===== src/rtl/vga_timing_gen_if.sv =====
// vga_timing_gen_if -- raster timing bundle between the VGA timing generator
// and its consumers (color mapper, sprite/motion logic, VGA DAC pins).
interface vga_timing_gen_if;
    logic        VGA_CLK;
    logic        VGA_HS;
    logic        VGA_VS;
    logic        VGA_BLANK_N;
    logic        VGA_SYNC_N;
    logic [9:0]  DrawX;
    logic [9:0]  DrawY;
    logic        frame_clk;
    logic        frame_start;
    logic [15:0] frame_count;

    // Timing generator side
    modport master (
        output VGA_CLK,
        output VGA_HS,
        output VGA_VS,
        output VGA_BLANK_N,
        output VGA_SYNC_N,
        output DrawX,
        output DrawY,
        output frame_clk,
        output frame_start,
        output frame_count
    );

    // Consumer side
    modport slave (
        input VGA_CLK,
        input VGA_HS,
        input VGA_VS,
        input VGA_BLANK_N,
        input VGA_SYNC_N,
        input DrawX,
        input DrawY,
        input frame_clk,
        input frame_start,
        input frame_count
    );
endinterface


===== src/rtl/vga_timing_gen.sv =====
// vga_timing_gen -- VGA raster timing from the system clock.
// Produces pixel coordinates for the color mapper, a pixel clock, and
// sync/blank outputs delayed by SYNC_DELAY Clk cycles so they line up with
// the registered colour path. Also provides the per-frame tick signals.
module vga_timing_gen #(
    parameter int H_VISIBLE  = 640,
    parameter int H_FP       = 16,
    parameter int H_SYNC     = 96,
    parameter int H_BP       = 48,
    parameter int V_VISIBLE  = 480,
    parameter int V_FP       = 10,
    parameter int V_SYNC     = 2,
    parameter int V_BP       = 33,
    parameter int PIX_DIV    = 2,
    parameter int SYNC_DELAY = 2
) (
    input  logic             Clk,
    input  logic             Reset_n,
    vga_timing_gen_if.master vga
);
    localparam int H_TOTAL = H_VISIBLE + H_FP + H_SYNC + H_BP;
    localparam int V_TOTAL = V_VISIBLE + V_FP + V_SYNC + V_BP;
    localparam int DIV_W   = $clog2(PIX_DIV);

    localparam logic [DIV_W-1:0] DIV_LAST = DIV_W'(PIX_DIV - 1);
    localparam logic [DIV_W-1:0] DIV_HALF = DIV_W'(PIX_DIV / 2);

    localparam logic [9:0] H_LAST = 10'(H_TOTAL - 1);
    localparam logic [9:0] V_LAST = 10'(V_TOTAL - 1);
    localparam logic [9:0] H_VIS  = 10'(H_VISIBLE);
    localparam logic [9:0] V_VIS  = 10'(V_VISIBLE);
    localparam logic [9:0] HS_BEG = 10'(H_VISIBLE + H_FP);
    localparam logic [9:0] HS_END = 10'(H_VISIBLE + H_FP + H_SYNC);
    localparam logic [9:0] VS_BEG = 10'(V_VISIBLE + V_FP);
    localparam logic [9:0] VS_END = 10'(V_VISIBLE + V_FP + V_SYNC);

    logic [DIV_W-1:0] div_cnt;
    logic             pix_en;
    logic             h_last;
    logic             v_last;
    logic             frame_wrap;
    logic [9:0]       hc;
    logic [9:0]       vc;
    logic             hs_p0;
    logic             vs_p0;
    logic             blank_n_p0;
    logic             frame_start;
    logic [15:0]      frame_count;

    assign pix_en     = (div_cnt == DIV_LAST);
    assign h_last     = (hc == H_LAST);
    assign v_last     = (vc == V_LAST);
    // Last pixel of the last line: the next pixel edge starts a new frame
    assign frame_wrap = pix_en && h_last && v_last;

    // Clk divider; pix_en marks the final Clk of each pixel period
    always_ff @(posedge Clk or negedge Reset_n) begin
        if (!Reset_n) begin
            div_cnt <= '0;
        end else if (pix_en) begin
            div_cnt <= '0;
        end else begin
            div_cnt <= div_cnt + 1'b1;
        end
    end

    // Horizontal pixel counter, one step per pixel period
    always_ff @(posedge Clk or negedge Reset_n) begin
        if (!Reset_n) begin
            hc <= '0;
        end else if (pix_en) begin
            hc <= h_last ? 10'd0 : hc + 10'd1;
        end
    end

    // Vertical line counter, advances on the same edge that wraps hc
    always_ff @(posedge Clk or negedge Reset_n) begin
        if (!Reset_n) begin
            vc <= '0;
        end else if (pix_en && h_last) begin
            vc <= v_last ? 10'd0 : vc + 10'd1;
        end
    end

    // ---- stage p0: raw sync/blank decoded straight from the counters ----
    assign hs_p0      = !((hc >= HS_BEG) && (hc < HS_END));
    assign vs_p0      = !((vc >= VS_BEG) && (vc < VS_END));
    assign blank_n_p0 = (hc < H_VIS) && (vc < V_VIS);

    // Frame tick: pulse on the first Clk of the new frame, count frames
    always_ff @(posedge Clk or negedge Reset_n) begin
        if (!Reset_n) begin
            frame_start <= 1'b0;
            frame_count <= '0;
        end else begin
            frame_start <= frame_wrap;
            if (frame_wrap) begin
                frame_count <= frame_count + 16'd1;
            end
        end
    end

    // Coordinates and undelayed frame signals
    assign vga.DrawX       = hc;
    assign vga.DrawY       = vc;
    assign vga.VGA_CLK     = (div_cnt >= DIV_HALF);
    assign vga.VGA_SYNC_N  = 1'b0;
    assign vga.frame_clk   = vs_p0;
    assign vga.frame_start = frame_start;
    assign vga.frame_count = frame_count;

    // ---- stages p1..pN: sync/blank delay matching the colour pipeline ----
    generate
        if (SYNC_DELAY == 0) begin : g_no_delay
            assign vga.VGA_HS      = hs_p0;
            assign vga.VGA_VS      = vs_p0;
            assign vga.VGA_BLANK_N = blank_n_p0;
        end else begin : g_delay
            logic [SYNC_DELAY-1:0] hs_pn;
            logic [SYNC_DELAY-1:0] vs_pn;
            logic [SYNC_DELAY-1:0] blank_n_pn;

            // Shift raw sync/blank through SYNC_DELAY stages, reset to inactive
            always_ff @(posedge Clk or negedge Reset_n) begin
                if (!Reset_n) begin
                    hs_pn      <= '1;
                    vs_pn      <= '1;
                    blank_n_pn <= '0;
                end else begin
                    hs_pn      <= SYNC_DELAY'({hs_pn, hs_p0});
                    vs_pn      <= SYNC_DELAY'({vs_pn, vs_p0});
                    blank_n_pn <= SYNC_DELAY'({blank_n_pn, blank_n_p0});
                end
            end

            assign vga.VGA_HS      = hs_pn[SYNC_DELAY-1];
            assign vga.VGA_VS      = vs_pn[SYNC_DELAY-1];
            assign vga.VGA_BLANK_N = blank_n_pn[SYNC_DELAY-1];
        end
    endgenerate
endmodule


===== src/flat_wrapper.sv =====
// flat-port wrapper written by rule: the top's interface ports become plain ports
module vga_timing_gen_flat 
#(
    parameter int H_VISIBLE  = 640,
    parameter int H_FP       = 16,
    parameter int H_SYNC     = 96,
    parameter int H_BP       = 48,
    parameter int V_VISIBLE  = 480,
    parameter int V_FP       = 10,
    parameter int V_SYNC     = 2,
    parameter int V_BP       = 33,
    parameter int PIX_DIV    = 2,
    parameter int SYNC_DELAY = 2
)
  (Clk, Reset_n, vga_VGA_CLK, vga_VGA_HS, vga_VGA_VS, vga_VGA_BLANK_N, vga_VGA_SYNC_N, vga_DrawX, vga_DrawY, vga_frame_clk, vga_frame_start, vga_frame_count);
  vga_timing_gen_if vga_i ();
  input  logic Clk;
  input  logic Reset_n;
  output wire logic [$bits(vga_i.VGA_CLK)-1:0] vga_VGA_CLK;
  output wire logic [$bits(vga_i.VGA_HS)-1:0] vga_VGA_HS;
  output wire logic [$bits(vga_i.VGA_VS)-1:0] vga_VGA_VS;
  output wire logic [$bits(vga_i.VGA_BLANK_N)-1:0] vga_VGA_BLANK_N;
  output wire logic [$bits(vga_i.VGA_SYNC_N)-1:0] vga_VGA_SYNC_N;
  output wire logic [$bits(vga_i.DrawX)-1:0] vga_DrawX;
  output wire logic [$bits(vga_i.DrawY)-1:0] vga_DrawY;
  output wire logic [$bits(vga_i.frame_clk)-1:0] vga_frame_clk;
  output wire logic [$bits(vga_i.frame_start)-1:0] vga_frame_start;
  output wire logic [$bits(vga_i.frame_count)-1:0] vga_frame_count;
  assign vga_VGA_CLK = vga_i.VGA_CLK;
  assign vga_VGA_HS = vga_i.VGA_HS;
  assign vga_VGA_VS = vga_i.VGA_VS;
  assign vga_VGA_BLANK_N = vga_i.VGA_BLANK_N;
  assign vga_VGA_SYNC_N = vga_i.VGA_SYNC_N;
  assign vga_DrawX = vga_i.DrawX;
  assign vga_DrawY = vga_i.DrawY;
  assign vga_frame_clk = vga_i.frame_clk;
  assign vga_frame_start = vga_i.frame_start;
  assign vga_frame_count = vga_i.frame_count;
  vga_timing_gen #(.H_VISIBLE(H_VISIBLE), .H_FP(H_FP), .H_SYNC(H_SYNC), .H_BP(H_BP), .V_VISIBLE(V_VISIBLE), .V_FP(V_FP), .V_SYNC(V_SYNC), .V_BP(V_BP), .PIX_DIV(PIX_DIV), .SYNC_DELAY(SYNC_DELAY)) u_core (.Clk(Clk), .Reset_n(Reset_n), .vga(vga_i));
endmodule

===== config.mk =====
export PLATFORM = sky130hd
export DESIGN_NAME = vga_timing_gen_flat
export DESIGN_NICKNAME = d
export VERILOG_FILES = /design/src/rtl/vga_timing_gen_if.sv /design/src/rtl/vga_timing_gen.sv /design/src/flat_wrapper.sv
export SDC_FILE = /design/constraint.sdc
export NUM_CORES = 1
export LEC_CHECK = 0
export CAP_MARGIN = 5
export CORE_ASPECT_RATIO = 1.1
export CORE_MARGIN = 5
export CORE_UTILIZATION = 45
export DETAILED_ROUTE_END_ITERATION = 10
export GPL_TIMING_DRIVEN = 1
export PLACE_DENSITY = 0.73
export SLEW_MARGIN = 30
export SYNTH_ARGS = -nofsm -noshare
export SYNTH_HDL_FRONTEND = slang
export SYNTH_SLANG_ARGS = --single-unit

===== constraint.sdc =====
create_clock -name Clk -period 1.75 [get_ports Clk]
set_input_delay 0.2625 -clock Clk [delete_from_list [all_inputs] [get_ports Clk]]
set_output_delay 0.2625 -clock Clk [all_outputs]
set_load 0.03 [all_outputs]

# Word-level counts from Yosys, hierarchy flattened
# Index checks and enable logic that the tools add are counted.
# Widths: inputs -> output; s select.
# word_totals
mem_bits_ro	0
ff_bits	44
word_cells	31
memories	0
inputBits	2
mem_bits_rw	0
latchBits	0
# op_classes
n_bitwise	0
n_reduce_logical	7
order_cmp	7
eq_ne	2
n_addsub	4
mux	3
multipliers	0
shifts	0
n_div	0
# ops
cell	n
$add 10x1->10 const B	2
$eq 10x10->1 const B	2
$lt 10x10->1 const B	2
$lt 10x9->1 const B	2
$mux 10	2
$add 16x1->16 const B	1
$ge 10x10->1 const B	1
$ge 10x9->1 const B	1
$logic_and 1x1->1	5
$logic_not 1->1	2
$add 1x1->1 const B	1
$ge 1x1->1 const B	1
$mux 1	1

# Depth between registers and ports, before layout
# Gate-level depths: netlist (run 1).
# logic_depth
ltp_word	3
mapped_depth	7
ltp_nobuf	6

# Least setup slack after synthesis (run 1)
# OpenSTA, ideal clock, no wires.
# synth_timing
path_type	register to register
start	register u_core.hc[0], in the netlist u_core.vga.DrawX[0]
end	register u_core.frame_count[1], in the netlist u_core.vga.frame_count[1]
arrival_time_ns	1.813
stages_incl_launch_ff	7
required_ns	1.625
slack_ns	-0.188
path_buffers	1
period_less_slack_ns	1.938
path_cell_list	dfrtp_1 > ha_1 > and4_1 > buf_2 > nand3_2 > nor2_1 > mux2_2
# synth_between
elab_chain_cells	3
# synth_lines
item	line_no	text
from (decl)	vga_timing_gen.sv:42	logic [9:0] hc;
from (signal assigned)	vga_timing_gen.sv:72	hc <= h_last ? 10'd0 : hc + 10'd1;
$eq 10x10->1	vga_timing_gen.sv:51	assign h_last = (hc == H_LAST);
$logic_and 1x1->1 (2 in series)	vga_timing_gen.sv:54	assign frame_wrap = pix_en && h_last && v_last;
named net u_core.frame_wrap	vga_timing_gen.sv:41	logic frame_wrap;
to (signal assigned)	vga_timing_gen.sv:98	frame_count <= frame_count + 16'd1;
to (decl)	vga_timing_gen.sv:48	logic [15:0] frame_count;
# The timed path passes the listed nets, and every way through them passes these cells.
# A chain may end at the register's enable or synchronous reset.

# Final worst setup path (run 1)
# layout_timing
start	register u_core.vc[5], in the netlist u_core.vga.DrawY[5]
end	output vga_DrawY[5]
# layout_rtl
item	line_no	text
from (decl)	vga_timing_gen.sv:43	logic [9:0] vc;
from (signal assigned)	vga_timing_gen.sv:81	vc <= v_last ? 10'd0 : vc + 10'd1;
to (decl)	flat_wrapper.sv:25	output wire logic [$bits(vga_i.DrawY)-1:0] vga_DrawY;
# No word-level cell between the ends.

==> results of run 1 <==
routing by layer:
layer  vias up  share of wire [%]
met5         -                  0
met4         0                1.2
met3         6                4.3
met2        31                 50
met1       835                 44
li1        818                  -
where the power goes:
part	total [mW]	internal, mW	switching [mW]
Combinational	0.0282	0.00519	0.0230
Clock	0.664	0.315	0.348
Sequential	1.02	1.02	0
cell usage in the layout (no fill, tap or decap), types with 6 or more instances in the layout:
master            n
nand3_1          13
dlygate4sd2_1     9
nand2_1          10
nor3_1           11
nor2_1            7
dlymetal6s2s_1    7
o21ai_0           9
clkbuf_8          6
clkdlybuf4s50_1  25
xnor2_1          10
inv_1             9
nand4_1           9
buf_4            27
xor2_1           15
dfrtp_1          35
state kept, by name (all words and copies together), names as in the netlist:
| name | count |
|---|---|
| u_core.vga.frame_count | 16 |
| u_core.g_delay.vs_pn | 2 |
| u_core.g_delay.blank_n_pn | 2 |
| u_core.vga.DrawX | 10 |
| u_core.vga.DrawY | 10 |
| u_core.g_delay.hs_pn | 2 |
| u_core.div_cnt | 1 |
| u_core.vga.frame_start | 1 |
cells by family after synthesis:
group	Yosys count
muxes	2
adders and majority gates	5
xor gates and xnor gates	25
buffers and inverters	21
AOI/OAI and AO/OA	18
and+or+nand+nor	80
other	1
DFF	44
worst paths after layout:
| check | to | slack [ns] | cells after the start |
|---|---|---|---|
| max in group asynchronous | u_core.g_delay.vs_pn[0] | 0.84 | 3 |
| worst max-delay path | vga_DrawY[5] | 0.07 | 1 |
| worst min-delay path | u_core.vga.DrawX[3] | 0.35 | 2 |
| worst min register to register | u_core.g_delay.hs_pn[1] | 0.36 | 0 |
| min in group Clk | u_core.g_delay.hs_pn[1] | 0.36 | 0 |
| worst max register to register | u_core.vga.frame_count[1] | 0.07 | 7 |
through the flow:
stage / area (um2) / TNS, ns / std cells
after CTS: 2850 / 0 / 318
after detailed placement: 2760 / 0 / 309
after global placement: 2760 / 0 / 309
final: 3010 / 0 / 323
after floorplan: 2130 / 0 / 196
after global routing: 3010 / -0.0511 / 323
area by class of cell:
| type | count | area share (%) |
|---|---|---|
| flip-flops and latches | 44 | 37.0 |
| multi-input cells | 131 | 33.5 |
| repair buffers | 73 | 22.7 |
| clock buffers | 6 | 2.74 |
| well taps | 56 | 2.33 |
| inverters | 11 | 1.37 |
| clock inverters | 2 | 0.333 |
timing repair:
item                                    4_1_cts  5_1_grt
resized for setup                            12       25
hold endpoints to repair                      6        0
pin swaps                                     0        3
hold buffers                                  1        0
gates cloned                                  0        1
buffers inserted                              0        4
endpoints found under the setup margin       10       23
==> flow_metrics.tcl, run 1 <==
set metrics [dict create \
    die-area_um2 6120 \
    drc 0 \
    grt_max_degree 21 \
    drv_slew 0 \
    drive_gt1_share_pct 26.6 \
    critPathLaunch "u_core.vga.DrawY[5]" \
    post-route-util_pct 65.6 \
    synth_top_family_by_area "simple AND/OR/NAND/NOR gates" \
    synth.most_common_cell "dfrtp_1" \
    antenna_found_initial 0 \
    cap_violations 0 \
    synthTopCellsByCount "dfrtp_1, nor3_1, xor2_1" \
    synth_compound_gate_area_share_pct 5.25 \
    die_x_um 75.1 \
    seq_area_um2 1110 \
    crit_buf_inv 1 \
    cts.sinks 44 \
    ioPinCount 45 \
    nets 273 \
    synth_top_area_share_pct 47.8 \
    holdCritPathClass "input port to asynchronous set/reset pin" \
    clock.fmax_mhz 594 \
    syn_avg_cell_area_um2 10.7 \
    synth_fa_ha_area_share_pct 2.99 \
    synth_edf_count 0 \
    cpPeakStageDelay_ns 0.70 \
    crit_chain "clkdlybuf4s50_1" \
    syn_area_um2 2100 \
    first_iter_violations 42 \
    async_reset_ff_share_pct 100 \
    worstReg2RegStart "u_core.vga.DrawY[1]" \
    io_buffer_count 43 \
    cts_tree "yes" \
    grt_pass1_vias 1695 \
    synth_ff_type "dfrtp_1" \
    arrival_ns 1.42 \
    ys_seq_elements 44 \
    cp_slowest_cell "clkdlybuf4s50_1" \
    die_h_um 81.6 \
    ant_nets 0 \
    p_per_area_nw_per_um2 568 \
    synthToLayoutAreaGrowth_pct 43.6 \
    gr-total-overflow 0 \
    busiest_layer "met2" \
    routed_via_density 5.23 \
    pre_cts_slack_ns 0.0356 \
    required_ns 1.49 \
    min_period_ns 1.68 \
    worstSkewPairLatency_ns 0.30 \
    use_met1_pct 20.8 \
    fin_skew_ns 0.00560 \
    yosysWarnings 0 \
    start_util_pct 45.7 \
    clkSlewWorstSetupHoldPaths_ns 0.08 \
    grt_pass1_wl_mm 7.82 \
    rsz0062_at_grt "true" \
    use_met2_pct 28.0 \
    synth_seq_area_share_pct 52.8 \
    fillers 367 \
    synth_xor_xnor_area_share_pct 10.4 \
    cts-htree-levels 2 \
    hold_viol 0 \
    crit_type "flip-flop to output pin" \
    yosysUniqueCellTypes 38 \
    cts_buffers 5 \
    synth_mux_area_share_pct 1.01 \
    critPathTopFamily "buffers and inverters" \
    use_met3_pct 3.43 \
    dpl.hpwl_mm 3.50 \
    finalPower_mw 1.71 \
    core_um2 4590 \
    synth_area_leaders "dfrtp_1, xor2_1, dfstp_2" \
    setup_viol 0 \
    diodes 0 \
    hold_slack_ns 0.346 \
    peakVddDrop_uv 446 \
    via_count 1690 \
    avgRoutedWirePerCell_um 14.8 \
    syn_inst 196 \
    critPathLaunchType "flip-flop" \
    cts-root-buf "clkbuf_8" \
    status "complete, no violations" \
    row_count 26 \
    synth-simple-area-share_pct 23.0 \
    fin_ws_ns 0.0652 \
    synth_nets 203 \
    p_leak_nw 1.48 \
    cts.path.max_buffers 2 \
    grt_usage_pct 16.4 \
    wl_mm 4.78 \
    period_share_pct 96.3 \
    critical_path.max_fanout 4 \
    drt_first_pass_iters 4 \
    crit_path_end_kind "output pin" \
    synth_top_area_cell "dfrtp_1" \
    multi_input_area_um2 1010 \
    gp_congestion 0.778 \
]
Note: power is estimated with default switching activity, not from simulation.
==> run 2, diff against run 1 <==
- CORE_MARGIN: 5 -> 3
==> run 2 against run 1 <==
  * The run now ends with negative setup slack left
  * Sequential cell count did not move
  * Sequential share of layout area fell by 1.3 points
  * Cell area up 3.6%
  * Final cell count down 0.31%
  * Global-route usage up 2.2 points
  * Worst setup slack lost 0.069 ns
  * Via count rose by 5.1%
  * Largest cell class unchanged
  * Highest routed layer unchanged
==> flow_metrics.tcl, run 2 (synthesized netlist as in run 1, its figures left out) <==
set metrics [dict create \
    status "finished, violations left" \
    violations "negative setup slack" \
    setup_tns_ns -0.00372 \
    gp_congestion 0.776 \
    die_h_um 77.6 \
    clkSlewWorstSetupHoldPaths_ns 0.08 \
    crit_type "flip-flop to flip-flop" \
    dpl.hpwl_mm 3.43 \
    ioPinCount 45 \
    clock.fmax_mhz 570 \
    die-area_um2 5510 \
    io_buffer_count 43 \
    gr-total-overflow 0 \
    multi_input_area_um2 1040 \
    period_share_pct 100 \
    cts_buffers 5 \
    core_um2 4380 \
    avgRoutedWirePerCell_um 16.3 \
    min_period_ns 1.75 \
    drt_first_pass_iters 5 \
    required_ns 1.97 \
    holdCritPathClass "flip-flop to flip-flop" \
    fin_skew_ns 0.00235 \
    start_util_pct 47.9 \
    peakVddDrop_uv 494 \
    final_cell_mix "dfrtp_1, buf_4, clkdlybuf4s50_1" \
    antenna_found_initial 0 \
    crit_path_end_kind "flip-flop" \
    via_count 1777 \
    p_leak_nw 1.58 \
    cts-root-buf "clkbuf_8" \
    worstSkewPairLatency_ns 0.30 \
    grt_pass1_vias 1782 \
    nets 274 \
    cap_violations 0 \
    routed_via_density 5.52 \
    die_x_um 71.1 \
    p_per_area_nw_per_um2 586 \
    grt_pass1_wl_mm 8.15 \
    fillers 345 \
    hold_slack_ns 0.359 \
    grt_usage_pct 18.6 \
    fin_cells 322 \
    wl_mm 5.25 \
    cts_tree "yes" \
    placed_cells 308 \
    postLayoutCellArea_um2 3120 \
    arrival_ns 1.97 \
    hold_viol 0 \
    rsz0062_at_grt "true" \
    setup_viol 1 \
    critPathLaunchType "flip-flop" \
    grt_max_degree 23 \
    cts.sinks 44 \
    row_count 25 \
    largest_reg_flops 16 \
    first_iter_violations 97 \
    drv_slew 0 \
    critical_path.max_fanout 5 \
    regMostFlops "u_core.vga.frame_count" \
    drive_gt1_share_pct 29.1 \
    fin_ws_ns -0.00372 \
    diodes 0 \
    seq_area_um2 1110 \
    cts-htree-levels 2 \
    cts.path.max_buffers 2 \
    ant_nets 0 \
    layout_commonest_cell "dfrtp_1" \
    synthToLayoutAreaGrowth_pct 48.8 \
    drc 0 \
    placed_area_um2 2770 \
]
[run 2: where the power goes]
part	internal, mW	total (mW)	switching (mW)
clock network	0.422	0.784	0.361
logic	0.00516	0.0275	0.0224
registers	1.02	1.02	0
[run 2: layer usage]
layer  vias up  wire, um  share of wire (%)  track usage (%)
li1        824         -                  -                -
met1       894      2210                 42             22.6
met2        42      2670                 51             30.6
met3        17       206                3.9             4.53
met4         0       163                3.1             9.21
met5         -         0                  0                0
[run 2: path summary, 6_finish.rpt]
path,from,endpoint,slack (ns),depth (start not counted)
max,u_core.vga.DrawY[0],u_core.vga.frame_count[13],-0.004,7
min,u_core.g_delay.hs_pn[0],u_core.g_delay.hs_pn[1],0.36,0
min reg2reg,u_core.g_delay.hs_pn[0],u_core.g_delay.hs_pn[1],0.36,0
min in group asynchronous,Reset_n,u_core.g_delay.blank_n_pn[1],0.44,2
max reg2reg,u_core.vga.DrawY[0],u_core.vga.frame_count[13],-0.004,7
max in group asynchronous,Reset_n,u_core.g_delay.vs_pn[0],0.71,3
[run 2: per-stage QoR]
stage / total power [mW] / utilization (%) / setup slack [ns]
floorplan: 1.04 / - / 0.00618
global placement: 1.06 / 63.2 / 0.0543
detailed placement: 1.06 / 63.2 / 0.0144
CTS: 1.83 / 66.1 / 0.00636
global route: 1.89 / 71.2 / -0.0897
finish: 1.83 / 71.2 / -0.00372
[run 2: worst max-delay path, stage by stage, from the launching register on]
cell and delay, ns:
dfrtp_2 0.41, inv_2 0.06, ha_1 0.13, and4bb_2 0.27, nand3_4 0.13, buf_12 0.18, nor4_4 0.28, xor2_1 0.21
[run 2: repair_timing]
item | in CTS | in global routing
gates resized for setup | 15 | 31
endpoints found under the hold margin | 18 | 0
buffers inserted | 0 | 3
gates cloned | 0 | 2
setup endpoints to repair | 15 | 28
hold buffers | 1 | 0
pin swaps | 0 | 8
[run 2: layout make-up]
| type | instances | area share (%) |
|---|---|---|
| multi-input cells | 131 | 33.5 |
| flip-flops and latches | 44 | 35.7 |
| inverters | 11 | 1.32 |
| well taps | 54 | 2.17 |
| clock buffers | 5 | 2.21 |
| clock inverters | 3 | 1.36 |
| repair buffers | 74 | 23.7 |
